$ cat config.mk
export PLATFORM = sky130hd
export DESIGN_NAME = end_of_sim_ctrl
export DESIGN_NICKNAME = d
export VERILOG_FILES = /design/src/rtl/end_of_sim_ctrl.sv
export SDC_FILE = /design/constraint.sdc
export NUM_CORES = 1
export LEC_CHECK = 0
export ABC_CLOCK_PERIOD_IN_PS = 7930
export BUFFER_PORTS_ARGS = -buffer_cell sky130_fd_sc_hd__clkbuf_2
export CORE_UTILIZATION = 62
export DETAILED_ROUTE_END_ITERATION = 10
export GPL_ROUTABILITY_DRIVEN = 0
export HOLD_SLACK_MARGIN = 0.03
export PLACE_DENSITY = 0.82
export SYNTH_ARGS = -nofsm -noshare
export SYNTH_HDL_FRONTEND = slang
export SYNTH_SLANG_ARGS = --single-unit
$ cat constraint.sdc
create_clock -name Clk_CI -period 7.93 [get_ports Clk_CI]
set_input_delay 1.586 -clock Clk_CI [delete_from_list [all_inputs] [get_ports Clk_CI]]
set_output_delay 1.586 -clock Clk_CI [all_outputs]
set_load 0.02 [all_outputs]
$ cat src/rtl/end_of_sim_ctrl.sv
// Purpose: decides when and why simulation ends (error/done/watchdog), drains, then raises a sticky end request.
// Latency: cause registered at the deciding edge; EndOfSim_SO follows DRAIN_CYCLES+1 edges later (same edge if 0).
// Backpressure: none; once END is reached every output holds until reset.
module end_of_sim_ctrl #(
  parameter int unsigned NUM_SOURCES    = 4,
  parameter int unsigned TIMEOUT_CYCLES = 1000000,
  parameter int unsigned IDLE_CYCLES    = 4096,
  parameter int unsigned DRAIN_CYCLES   = 16,
  parameter int unsigned CNT_WIDTH      = 32
) (
  input  logic                   Clk_CI,
  input  logic                   Rst_RI,
  input  logic [NUM_SOURCES-1:0] Done_SI,
  input  logic [NUM_SOURCES-1:0] Error_SI,
  input  logic                   Activity_SI,
  output logic                   EndOfSim_SO,
  output logic                   Pass_SO,
  output logic                   Fail_SO,
  output logic [1:0]             Cause_DO,
  output logic [CNT_WIDTH-1:0]   CycleCnt_DO
);

  localparam logic [1:0] ST_RUN   = 2'd0;
  localparam logic [1:0] ST_DRAIN = 2'd1;
  localparam logic [1:0] ST_END   = 2'd2;

  localparam logic [1:0] C_NONE  = 2'd0;
  localparam logic [1:0] C_DONE  = 2'd1;
  localparam logic [1:0] C_ERROR = 2'd2;
  localparam logic [1:0] C_WDOG  = 2'd3;

  // Comparisons are done in 64 bits so the counter width never truncates the limits.
  localparam logic [63:0] TIMEOUT_V  = 64'(TIMEOUT_CYCLES);
  localparam logic [63:0] IDLE_V     = 64'(IDLE_CYCLES);
  // Only consulted while in DRAIN, which is unreachable when DRAIN_CYCLES is 0.
  localparam logic [31:0] DRAIN_LAST = 32'(DRAIN_CYCLES) - 32'd1;

  logic [1:0]             state, state_nxt;
  logic [NUM_SOURCES-1:0] done_sticky, sticky_nxt;
  logic [31:0]            idle_cnt, idle_nxt;
  logic [31:0]            drain_cnt, drain_nxt;
  logic [CNT_WIDTH-1:0]   cnt_nxt;
  logic [1:0]             cause_nxt;
  logic                   eos_nxt, pass_nxt, fail_nxt;

  logic       any_err, all_done, timeout_hit, idle_hit;
  logic       exit_vld;
  logic [1:0] exit_cause;

  assign any_err     = |Error_SI;
  assign all_done    = &(done_sticky | Done_SI);
  assign timeout_hit = (TIMEOUT_CYCLES != 0) && ((64'(CycleCnt_DO) + 64'd1) == TIMEOUT_V);
  assign idle_hit    = (IDLE_CYCLES != 0) && !Activity_SI && ((64'(idle_cnt) + 64'd1) == IDLE_V);

  // Exit cause with fixed priority ERROR > DONE > WATCHDOG.
  always_comb begin
    exit_vld   = 1'b1;
    exit_cause = C_NONE;
    if (any_err) begin
      exit_cause = C_ERROR;
    end else if (all_done) begin
      exit_cause = C_DONE;
    end else if (timeout_hit || idle_hit) begin
      exit_cause = C_WDOG;
    end else begin
      exit_vld = 1'b0;
    end
  end

  // Next-state and next-output computation for RUN / DRAIN / END.
  always_comb begin
    state_nxt  = state;
    sticky_nxt = done_sticky;
    idle_nxt   = idle_cnt;
    drain_nxt  = drain_cnt;
    cnt_nxt    = CycleCnt_DO;
    cause_nxt  = Cause_DO;
    eos_nxt    = EndOfSim_SO;
    case (state)
      ST_RUN: begin
        if (CycleCnt_DO != '1) begin
          cnt_nxt = CycleCnt_DO + CNT_WIDTH'(1);
        end
        sticky_nxt = done_sticky | Done_SI;
        if (Activity_SI) begin
          idle_nxt = '0;
        end else if (idle_cnt != '1) begin
          idle_nxt = idle_cnt + 32'd1;
        end
        if (exit_vld) begin
          cause_nxt = exit_cause;
          drain_nxt = '0;
          if (DRAIN_CYCLES == 0) begin
            state_nxt = ST_END;
            eos_nxt   = 1'b1;
          end else begin
            state_nxt = ST_DRAIN;
          end
        end
      end
      ST_DRAIN: begin
        drain_nxt = drain_cnt + 32'd1;
        // A late error turns a clean finish into a failure; watchdog stays as is.
        if (any_err && (Cause_DO == C_DONE)) begin
          cause_nxt = C_ERROR;
        end
        if (drain_cnt == DRAIN_LAST) begin
          state_nxt = ST_END;
        end
      end
      ST_END: begin
        eos_nxt = 1'b1;
      end
      default: begin
        state_nxt = ST_RUN;
      end
    endcase
  end

  // Verdict only ever shows together with the end request.
  assign pass_nxt = eos_nxt && (cause_nxt == C_DONE);
  assign fail_nxt = eos_nxt && ((cause_nxt == C_ERROR) || (cause_nxt == C_WDOG));

  // State and output registers with synchronous reset.
  always_ff @(posedge Clk_CI) begin
    if (Rst_RI) begin
      state       <= ST_RUN;
      done_sticky <= '0;
      idle_cnt    <= '0;
      drain_cnt   <= '0;
      CycleCnt_DO <= '0;
      Cause_DO    <= C_NONE;
      EndOfSim_SO <= 1'b0;
      Pass_SO     <= 1'b0;
      Fail_SO     <= 1'b0;
    end else begin
      state       <= state_nxt;
      done_sticky <= sticky_nxt;
      idle_cnt    <= idle_nxt;
      drain_cnt   <= drain_nxt;
      CycleCnt_DO <= cnt_nxt;
      Cause_DO    <= cause_nxt;
      EndOfSim_SO <= eos_nxt;
      Pass_SO     <= pass_nxt;
      Fail_SO     <= fail_nxt;
    end
  end

endmodule

Word-level counts from Yosys, hierarchy flattened
Index checks and enable logic that the tools add are counted.

word-level totals
  flip-flop bits (word level) = 107
  output and inout bits = 37
  logic and storage cells = 62

cells by class
  add/subtract/negate cells = 5
  equal/unequal tests = 13
  multiplexer cells = 17
  bitwise operators = 2
  reduce and logical (&&, ||, !) cells = 16

operators with widths
  cell                                                   number
  adder 32 x 1 -> 32 bit, second input constant          3
  two-way mux 32 bit                                     3
  adder 32 x 1 -> 33 bit, second input constant          2
  inequality test 32 bit, second input constant          2
  case mux 32 bit (2 select lines)                       1
  equality test 33 x 13 -> 1 bit, second input constant  1
  equality test 33 x 20 -> 1 bit, second input constant  1
  equality test 32 x 4 -> 1 bit, second input constant   1
  two-way mux 2 bit                                      7
  equality test 2 x 1 -> 1 bit, second input constant    3
  equality test 2 bit, second input constant             3
  case mux 2 bit (3 select lines)                        1
  AND reduction 2 bit                                    3
  logical AND 1 bit                                      4
  two-way mux 1 bit                                      4
  inequality test 2 bit, second input constant           2
  bitwise OR 4 bit                                       1
  case mux 2 bit (2 select lines)                        1
  AND reduction 4 bit                                    1
  nonzero test 2 bit                                     2
  OR reduction 4 bit                                     1
  AND reduction 3 bit                                    1
  zero test 2 bit                                        1
  logical OR 1 bit                                       2
  other kinds (2)                                        2

Depth between registers and ports, before layout
Gate-level depths: netlist (run 1).

  depth in word-level cells = 12
  mapped depth = 11
  depth with buffers taken out = 9

Worst setup path after synthesis (run 1)
No wires, ideal clock.

  path kind = input-to-reg
  start point = input port Activity_SI
  end point = register drain_cnt[13]
  library setup time = 0.146 ns
  arrival = 3.012 ns
  path slack = 4.773 ns
  stages on the path = 7
  buffers on the path = 2
  path through = clkbuf_1 -> a2111oi_0 -> nand4_1 -> or4_4 -> nand4_2 -> buf_6 -> a41oi_1

on the way
  word-level cells in the longest chain between the ends = 8

ends and longest elaborated chain
  item                             line  source
  start, declared                  15    input logic Activity_SI,
  zero test 1 bit                  53    assign idle_hit = (IDLE_CYCLES != 0) && !Activity_SI && ((64'(idle_cnt) + 64'd1) == IDLE_V);
  logical AND 1 bit                53
  logical OR 1 bit                 63    end else if (timeout_hit || idle_hit) begin
  two-way mux 1 bit                63
  two-way mux 1 bit                61    end else if (all_done) begin
  two-way mux 1 bit                59    if (any_err) begin
  inequality test 2 bit (no line)  -
  AND reduction 2 bit (no line)    -
  end signal, assigned             140   drain_cnt <= drain_nxt;
  end, declared                    41    logic [31:0] drain_cnt, drain_nxt;

No other way between the ends.
A chain may end at the register's enable or synchronous reset.

Worst setup path in the final report (run 1)
  start point = register idle_cnt[1]
  end point = register drain_cnt[28]

on the way
  word-level cells in the longest chain between the ends = 9

ends and longest elaborated chain
  item                             line  source
  start, declared                  40    logic [31:0] idle_cnt, idle_nxt;
  start signal, assigned           139   idle_cnt <= idle_nxt;
  adder 32 x 1 -> 33 bit           53
  equality test 33 x 13 -> 1 bit   53
  logical AND 1 bit                53
  logical OR 1 bit                 63
  two-way mux 1 bit                63
  two-way mux 1 bit                61
  two-way mux 1 bit                59
  inequality test 2 bit (no line)  -
  AND reduction 2 bit (no line)    -

No other way between the ends.

==> qor.yml, run 1 <==
yosys:
  synth_fp_nets: 891
  ys_async_sr_fraction_pct: 0
  synth-seq-cells: 107
  yosys.area.top_type: "dfxtp_1"
  synth_cells: 875
  synthDistinctLibCells: 72
  ys_seq_area_share_pct: 32.0
  synth_area_per_cell_um2: 7.64
  yosysTopAreaCellShare_pct: 32.0
  synth_enable_flop_cells: 0
  yosys_warnings: 0
  synth_area_leaders: "dfxtp_1 32%, nor2_1 5.7%, a21oi_1 5.5%"
  synth_area_um2: 6680
  synthFlopType: "dfxtp_1"
cts:
  ctsHoldBuffers: 0
  clock-sinks: 107
  htreeDepth: 3
  path_clk_slew_ns: 0.11
  cts_root_buf: "clkbuf_8"
  cts_tree: "done"
  numCtsBuffers: 9
  clock_latency_ns: 0.40
  clk_path_buf_depth: 2
  cts_setup_buffers: 0
  cts_resized: 0
sta:
  final.setup.worst_slack_ns: 4.01
  max-slew-margin-rel_pct: 25.8
  hold_violations: 0
  drv_slew: 0
  rsz0062_at_grt: "no"
  post-route-min-period_ns: 3.92
  worst_slew_pin_slew_ns: 1.11
  setup_viol: 0
  max_freq_mhz: 255
  fin_crit_sh_pct: 49.4
  fin_skew_ns: 0.0140
  fin_setup_tns_ns: 0
global_routing:
  grt_max_degree: 106
  grt_pass1_vias: 6125
  use_met1_pct: 40.4
  grt_use_met3_pct: 6.62
  antenna_found_initial: 0
  grt_overflow: 0
  grt_pass1_wl_mm: 28.8
  busiest_layer: "met2"
  track_usage_pct: 31.3
  grtUsageMet2_pct: 50.3
pwr:
  p_per_area_nw_per_um2: 134
  vdd_ir_drop_max_v: 0.000145
  total_leakage_power_nw: 2.30
placed_design:
  port-buffer-count: 47
  placed_area_um2: 6770
  dp_hpwl_mm: 11.8
  pre_cts_slack_ns: 3.77
final_layout:
  n_antenna_cell: 0
  multi_input_area_um2: 4150
  final_common_cell: "dfxtp_1"
  area_delta_synth_final_pct: 4.04
  fillerInstances: 888
  drive_gt1_share_pct: 10.5
  nets: 880
  final_area_um2: 6950
  layout_common_cells: "107 x dfxtp_1, 102 x nor2_1, 74 x a21oi_1, 61 x nand2_1, 46 x clkbuf_2"
  register_area_um2: 2140
floorplanning:
  core-area_um2: 10400
  io-pin-count: 48
  die_area_um2: 11200
  die_x_um: 106
  die_y_um: 106
  row_count: 37
  start_util_pct: 64.5
outcome:
  status: "finished clean"
route:
  num_vias: 6800
  drcViolationCount: 0
  drt_iter0_drc: 606
  viasPerCell: 6.77
  ant_nets: 0
  routedWlPerCell_um: 17.5
  wl_mm: 17.6
  drt_first_pass_iters: 5
worst_setup_path:
  cp_max_fo: 31
  cpMaxStageDelayCell: "a2111oi_0"
  reg2reg_to: "drain_cnt[28]"
  required_ns: 8.16
  cp_slowest_stage_delay_ns: 0.58
  cp-end-kind: "flip-flop"
  crit_top_cell: "nand3_1"
  cp-start-kind: "flip-flop"
  cp.arrival_ns: 4.15
  path_delay_family: "simple AND/OR/NAND/NOR gates"
  cp_cell_sequence: "ha_1 > nand3_1 > nor3_2 > nand3_1 > a2111oi_0 > nand4_1 > or4_4 > nand4_2 > a311oi_1"
  rr_startpoint: "idle_cnt[1]"
  reg2reg_slack_ns: 4.01
  crit_type: "flip-flop to flip-flop"
  r2r_cells: 9
  cp_num_buf_inv: 0
hold_path:
  min-delay-start: "done_sticky[0]"
  hold_path_depth: 2
  whs_endpoint: "done_sticky[0]"
  hp-class: "flip-flop to flip-flop"
run:
  max-cap-violations: 0
-- power breakdown --
part           switching (mW)  internal (mW)
Combinational          0.0381         0.0151
Sequential            0.00669          0.541
Clock                   0.204          0.127
Total                   0.248          0.684
-- layout make-up --
type                       count  area share, %
clock buffer                  11           2.03
tap                          136           2.45
timing repair buffer          49           3.63
clock inverter                 5          0.612
inverter                      15          0.810
sequential                   107           30.8
multi-input combinational    682           59.7
-- per-layer routing --
layer  vias up  part of all wire, %
met4         0                  2.8
met3        48                  8.4
met5         -                    0
met1      3141                   42
li1       3232                    -
met2       379                   47
-- worst min-delay path: stages (launching register included) --
cell and delay, ns:
dfxtp_1 0.35, a21oi_1 0.05, nor2_1 0.07
-- Yosys cell counts, drive strengths merged (2+ instances only) --
cell type and number:
dfxtp 107, nor2 103, a21oi 74, nand2 61, clkbuf 46, nand3 40, o21ai 38, a31oi 37
nand4 33, and3 27, nor3 26, xor2 26, buf 25, xnor2 25, nor4 24, a211oi 23
and4 15, or3 15, inv 14, or4 14, a311oi 12, and2 7, nand4b 7, nor3b 7
nor2b 6, a41oi 5, ha 5, a2111oi 4, mux2 4, nand3b 4, o21bai 4, or2 3
a21o 2, a311o 2, a31o 2, a41o 2, nand2b 2, o211a 2, o31ai 2, o41ai 2
or3b 2
-- registers in the layout (all words and copies together) (netlist names) --
name and flops:
drain_cnt 32, Fail_SO 1, EndOfSim_SO 1, idle_cnt 32, Cause_DO 2, CycleCnt_DO 32
state 2, Pass_SO 1, done_sticky 4
-- logic make-up after synthesis --
family / synth area share, %
compound gates: 21.1
simple gates: 32.5
fa+ha+maj: 0.936
mux: 0.824
flops: 32.0
xor+xnor: 6.68
buf+inv: 5.88
-- through the flow --
| stage | hold slack, ns | power (mW) | cells | util (%) |
|---|---|---|---|---|
| 2_1_floorplan | 0.437 | 0.598 | 875 | - |
| 3_3_place_gp | 0.448 | 0.610 | 989 | 65.3 |
| 3_5_place_dp | 0.470 | 0.612 | 989 | 65.3 |
| 4_1_cts | 0.499 | 0.937 | 1005 | 67.1 |
| 5_1_grt | 0.526 | 0.961 | 1005 | 67.1 |
| 6_report | 0.498 | 0.932 | 1005 | 67.1 |
-- how the worst max path moves through the flow --
stage / start / to / depth (start not counted) / slack, ns
global route: idle_cnt[1] / idle_cnt[19] / 9 / 3.83
floorplan: Activity_SI / drain_cnt[13] / 7 / 4.77
CTS: idle_cnt[0] / drain_cnt[28] / 9 / 4.05
finish: idle_cnt[1] / drain_cnt[28] / 9 / 4.01
global placement: Activity_SI / idle_cnt[25] / 6 / 3.91
detailed placement: Activity_SI / drain_cnt[31] / 6 / 3.77
Note: power is estimated with default switching activity, not from simulation.
==> run 2: changes to the inputs <==
ABC_CLOCK_PERIOD_IN_PS = 3200   (was 7930)
CORE_UTILIZATION = 55   (was 62)
PLACE_DENSITY = 0.77   (was 0.82)
clock period = 3.2 ns   (was 7.93 ns; I/O delays follow)
==> run 2 against run 1 <==
Against the previous run:
- design area up 6.7%
- global-route usage down 3.4 points
- count of clock-buffer cells in the layout rose by 1
- largest cell class unchanged
==> qor.yml, run 2 (same netlist as run 1, synthesis figures left out) <==
outcome:
  status: "finished clean"
sta:
  max_freq_mhz: 320
  max-slew-margin-rel_pct: 36.9
  fin_setup_tns_ns: 0
  whs_ns: 0.478
  fin_crit_sh_pct: 97.6
  post-route-min-period_ns: 3.12
  setup_viol: 0
  hold_violations: 0
  rsz0062_at_grt: "no"
  fin_skew_ns: 0.00934
  drv_slew: 0
  worst_slew_pin_slew_ns: 0.943
route:
  routedWlPerCell_um: 17.1
  viasPerCell: 6.56
  drt_iter0_drc: 636
  num_vias: 6872
  drcViolationCount: 0
  drt_first_pass_iters: 5
  wl_mm: 17.9
  ant_nets: 0
placed_design:
  dp_cells: 1028
  placed_area_um2: 7040
  dp_hpwl_mm: 12.3
  port-buffer-count: 47
floorplanning:
  core-area_um2: 11600
  die_area_um2: 12600
  die_y_um: 112
  die_x_um: 112
  start_util_pct: 57.6
  row_count: 39
  io-pin-count: 48
global_routing:
  grt_max_degree: 49
  grt_pass1_wl_mm: 29.2
  grt_overflow: 0
  busiest_layer: "met2"
  grtUsageMet2_pct: 46.1
  grt_use_met3_pct: 5.72
  use_met1_pct: 36.3
  antenna_found_initial: 0
  grt_pass1_vias: 6136
  track_usage_pct: 27.9
worst_setup_path:
  reg2reg_to: "drain_cnt[15]"
  crit_end: "drain_cnt[15]"
  r2r_cells: 9
  required_ns: 3.43
  rr_startpoint: "idle_cnt[16]"
  cp_max_fo: 31
  cp-start-kind: "flip-flop"
  crit_type: "flip-flop to flip-flop"
  reg2reg_slack_ns: 0.08
  cp.arrival_ns: 3.35
  cp-end-kind: "flip-flop"
  cp-startpoint: "idle_cnt[16]"
cts:
  htreeDepth: 3
  clock-sinks: 107
  clock_latency_ns: 0.36
  numCtsBuffers: 9
  cts_tree: "done"
  cts_root_buf: "clkbuf_16"
  path_clk_slew_ns: 0.07
  clk_path_buf_depth: 2
final_layout:
  layout_common_cells: "104 x dfxtp_1, 101 x nor2_1, 74 x a21oi_1, 61 x nand2_1, 46 x clkbuf_2"
  final_common_cell: "dfxtp_1"
  nets: 915
  drive_gt1_share_pct: 14.5
  final_area_um2: 7420
  final_cells: 1047
  post-route-util_pct: 63.9
  area_delta_synth_final_pct: 11.0
  reg_top3: "CycleCnt_DO (32), drain_cnt (32), idle_cnt (32)"
  n_antenna_cell: 0
run:
  max-cap-violations: 0
pwr:
  p_per_area_nw_per_um2: 368
  vdd_ir_drop_max_v: 0.000304
  total_leakage_power_nw: 2.59
hold_path:
  hp-class: "flip-flop to flip-flop"
[run 2: cell types whose count changed in the layout (fill, tap and decap cells not counted), sizes merged]
cell	delta
buf	+35
bufinv	+2
clkbuf	+1
inv	-3
[run 2: per-stage QoR]
step	setup WS (ns)	total power, mW
detailed placement	0.128	1.53
CTS	0.125	2.76
global placement	0.212	1.53
finish	0.0769	2.73
global route	0.0107	2.82
floorplan	0.253	1.48
[run 2: repair_timing]
item	CTS	global route
setup buffers	0	3
hold buffers	0	0
gates resized for setup	0	9
setup endpoints to repair	0	34
[run 2: worst min path at each step]
| stage | startpoint | endpoint | slack [ns] | depth (start not counted) |
|---|---|---|---|---|
| final | done_sticky[1] | done_sticky[1] | 0.48 | 2 |
| after global routing | done_sticky[2] | done_sticky[2] | 0.50 | 2 |
| after CTS | done_sticky[0] | done_sticky[0] | 0.48 | 2 |
| after detailed placement | done_sticky[0] | done_sticky[0] | 0.46 | 2 |
| after global placement | done_sticky[3] | done_sticky[3] | 0.45 | 2 |
| after floorplan | done_sticky[3] | done_sticky[3] | 0.44 | 2 |
[run 2: metal layers]
metal,up-vias,share of wire [%]
met5,-,0
met4,0,2.1
met3,40,7.4
met2,304,47
met1,3223,43
li1,3305,-
[run 2: power breakdown]
group / switching (mW) / total [mW] / internal, mW
registers: 0.0102 / 1.35 / 1.34
clock network: 0.501 / 1.23 / 0.728
logic: 0.106 / 0.154 / 0.0485
[run 2: final cells by class]
cell class	instances	area, um2
Clock buffer	12	256
Clock inverter	4	72.6
Fill cell	1011	4190
Inverter	15	56.3
Multi-Input combinational cell	682	4170
Sequential cell	107	2150
Tap cell	143	179
Timing Repair Buffer	84	541
[run 2: critical path, stage by stage (launching register included)]
cell,delay [ns]
dfxtp_1,0.51
nand4_2,0.27
or3_1,0.47
o31a_1,0.27
nor3_1,0.29
o2111ai_1,0.22
or4_4,0.51
nand4_2,0.14
buf_12,0.20
a41oi_1,0.13
==> run 3: changes to the inputs <==
CORE_ASPECT_RATIO = 0.75   (was not set)
SKIP_LAST_GASP = 1   (was not set)
==> run 3 against run 2 <==
Against the previous run:
- count of clock-buffer cells in the layout shrank 1
- die area is essentially flat
- total power shrank 1.5%
- cell count grew 2.5%
- critical path depth grew 2
- maximum frequency grew 1.6%
- core utilization grew 0.25 points
- first-iteration DRC count grew 17%
- via count grew 3.0%
- clock skew grew 0.00074 ns
- sequential share of layout area shrank 0.32 points
- critical path type unchanged
- wire length grew 6.4%
==> qor.yml, run 3 (same netlist as run 1, synthesis figures left out) <==
outcome:
  status: "finished clean"
worst_setup_path:
  required_ns: 3.43
  cpMaxStageDelayCell: "or4_4"
  cp_max_fo: 31
  cp.arrival_ns: 3.30
  cp-end-kind: "flip-flop"
  cp-start-kind: "flip-flop"
  crit_type: "flip-flop to flip-flop"
  cp_cell_sequence: "nand4_1 > buf_4 > nor4_1 > buf_4 > a311oi_1 > o41ai_1 > nand4_1 > or4_4 > nand4_2 > buf_12 > a41oi_1"
  cp_slowest_stage_delay_ns: 0.56
pwr:
  p_sw_share_pct: 24.0
  power_mw: 2.69
  comb_power_share_pct: 6.1
  switching_power_mw: 0.647
  vdd_ir_drop_max_v: 0.000267
  total_leakage_power_nw: 2.63
  seq_power_share_pct: 50.0
  p_per_area_nw_per_um2: 359
  p_clk_share_pct: 43.9
  p_int_mw: 2.05
final_layout:
  layout_common_cells: "104 x dfxtp_1, 101 x nor2_1, 74 x a21oi_1, 61 x nand2_1, 46 x clkbuf_2"
  drive_gt1_share_pct: 15.6
  n_antenna_cell: 0
  area_delta_synth_final_pct: 12.3
  post-route-util_pct: 64.2
  final_common_cell: "dfxtp_1"
  nets: 922
  reg_top3: "CycleCnt_DO (32), drain_cnt (32), idle_cnt (32)"
cts:
  clock-sinks: 107
  numCtsBuffers: 9
  clk_path_buf_depth: 2
  path_clk_slew_ns: 0.08
  cts_tree: "done"
  htreeDepth: 3
  clock_latency_ns: 0.36
  cts_root_buf: "clkbuf_16"
placed_design:
  port-buffer-count: 47
  dp_hpwl_mm: 13.3
floorplanning:
  die_area_um2: 12600
  start_util_pct: 57.1
  io-pin-count: 48
  die_y_um: 97.5
  core-area_um2: 11700
  die_x_um: 129
  row_count: 34
global_routing:
  grt_overflow: 0
  grt_pass1_wl_mm: 31.4
  grt_pass1_vias: 6364
  grt_max_degree: 68
  track_usage_pct: 30.8
  antenna_found_initial: 0
sta:
  setup_viol: 0
  max_freq_mhz: 325
  worst_slew_pin_slew_ns: 0.922
  fin_skew_ns: 0.0101
  whs_ns: 0.481
  post-route-min-period_ns: 3.08
  fin_crit_sh_pct: 96.1
  hold_violations: 0
  fin_setup_tns_ns: 0
  drv_slew: 0
  max-slew-margin-rel_pct: 38.1
route:
  drcViolationCount: 0
  ant_nets: 0
  viasPerCell: 6.60
  num_vias: 7079
  routedWlPerCell_um: 17.7
  wl_mm: 19.0
  drt_iter0_drc: 743
  drt_first_pass_iters: 5
hold_path:
  hp-class: "flip-flop to flip-flop"
run:
  max-cap-violations: 0
==> run 3: final timing paths <==
check,startpoint,end,slack [ns],cells after the start
max,idle_cnt[11],drain_cnt[13],0.12,11
min,done_sticky[0],done_sticky[0],0.48,2
max reg2reg,idle_cnt[11],drain_cnt[13],0.12,11
min reg2reg,done_sticky[0],done_sticky[0],0.48,2
==> run 3: worst max-delay path: cells and delay by family (launching register included) <==
family,cells,cell delay (ns)
simple gates,5,1.49
buf+inv,3,0.62
flops,1,0.50
compound gates,3,0.32
==> run 3: cell type report <==
| class | instances | area (um2) |
|---|---|---|
| Tap cell | 162 | 203 |
| Inverter | 15 | 56.3 |
| Clock inverter | 5 | 60.1 |
| Sequential cell | 107 | 2150 |
| Fill cell | 1036 | 4190 |
| Clock buffer | 11 | 253 |
| Multi-Input combinational cell | 682 | 4200 |
| Timing Repair Buffer | 91 | 593 |
==> run 3: stage by stage <==
| stage | setup WS, ns | cells | instance area (um2) |
|---|---|---|---|
| after floorplan | 0.253 | 875 | 6680 |
| after global placement | 0.230 | 1055 | 7130 |
| after detailed placement | 0.0840 | 1055 | 7130 |
| after CTS | 0.0690 | 1071 | 7440 |
| after global routing | -0.00607 | 1073 | 7510 |
| final | 0.125 | 1073 | 7510 |
==> run 3: routing by layer <==
layer  part of all wire (%)  track usage [%]  vias up
met1                     45             44.8     3303
li1                       -                -     3323
met4                    1.7             9.50        0
met3                     10             6.44       38
met5                      0                0        -
met2                     43             45.0      415
==> run 3: what timing repair did <==
| item | in CTS | in global routing |
|---|---|---|
| endpoints found under the setup margin | 0 | 35 |
| hold buffers | 0 | 0 |
| resized for setup | 0 | 13 |
| buffers inserted | 0 | 2 |
==> run 3: power by group through the flow <==
stage	Combinational, mW	Clock, mW	Sequential, mW
after detailed placement	0.158	0	1.38
after global placement	0.153	0	1.38
after global routing	0.177	1.25	1.35
after floorplan	0.0949	0	1.39
final	0.164	1.18	1.35
after CTS	0.160	1.19	1.35
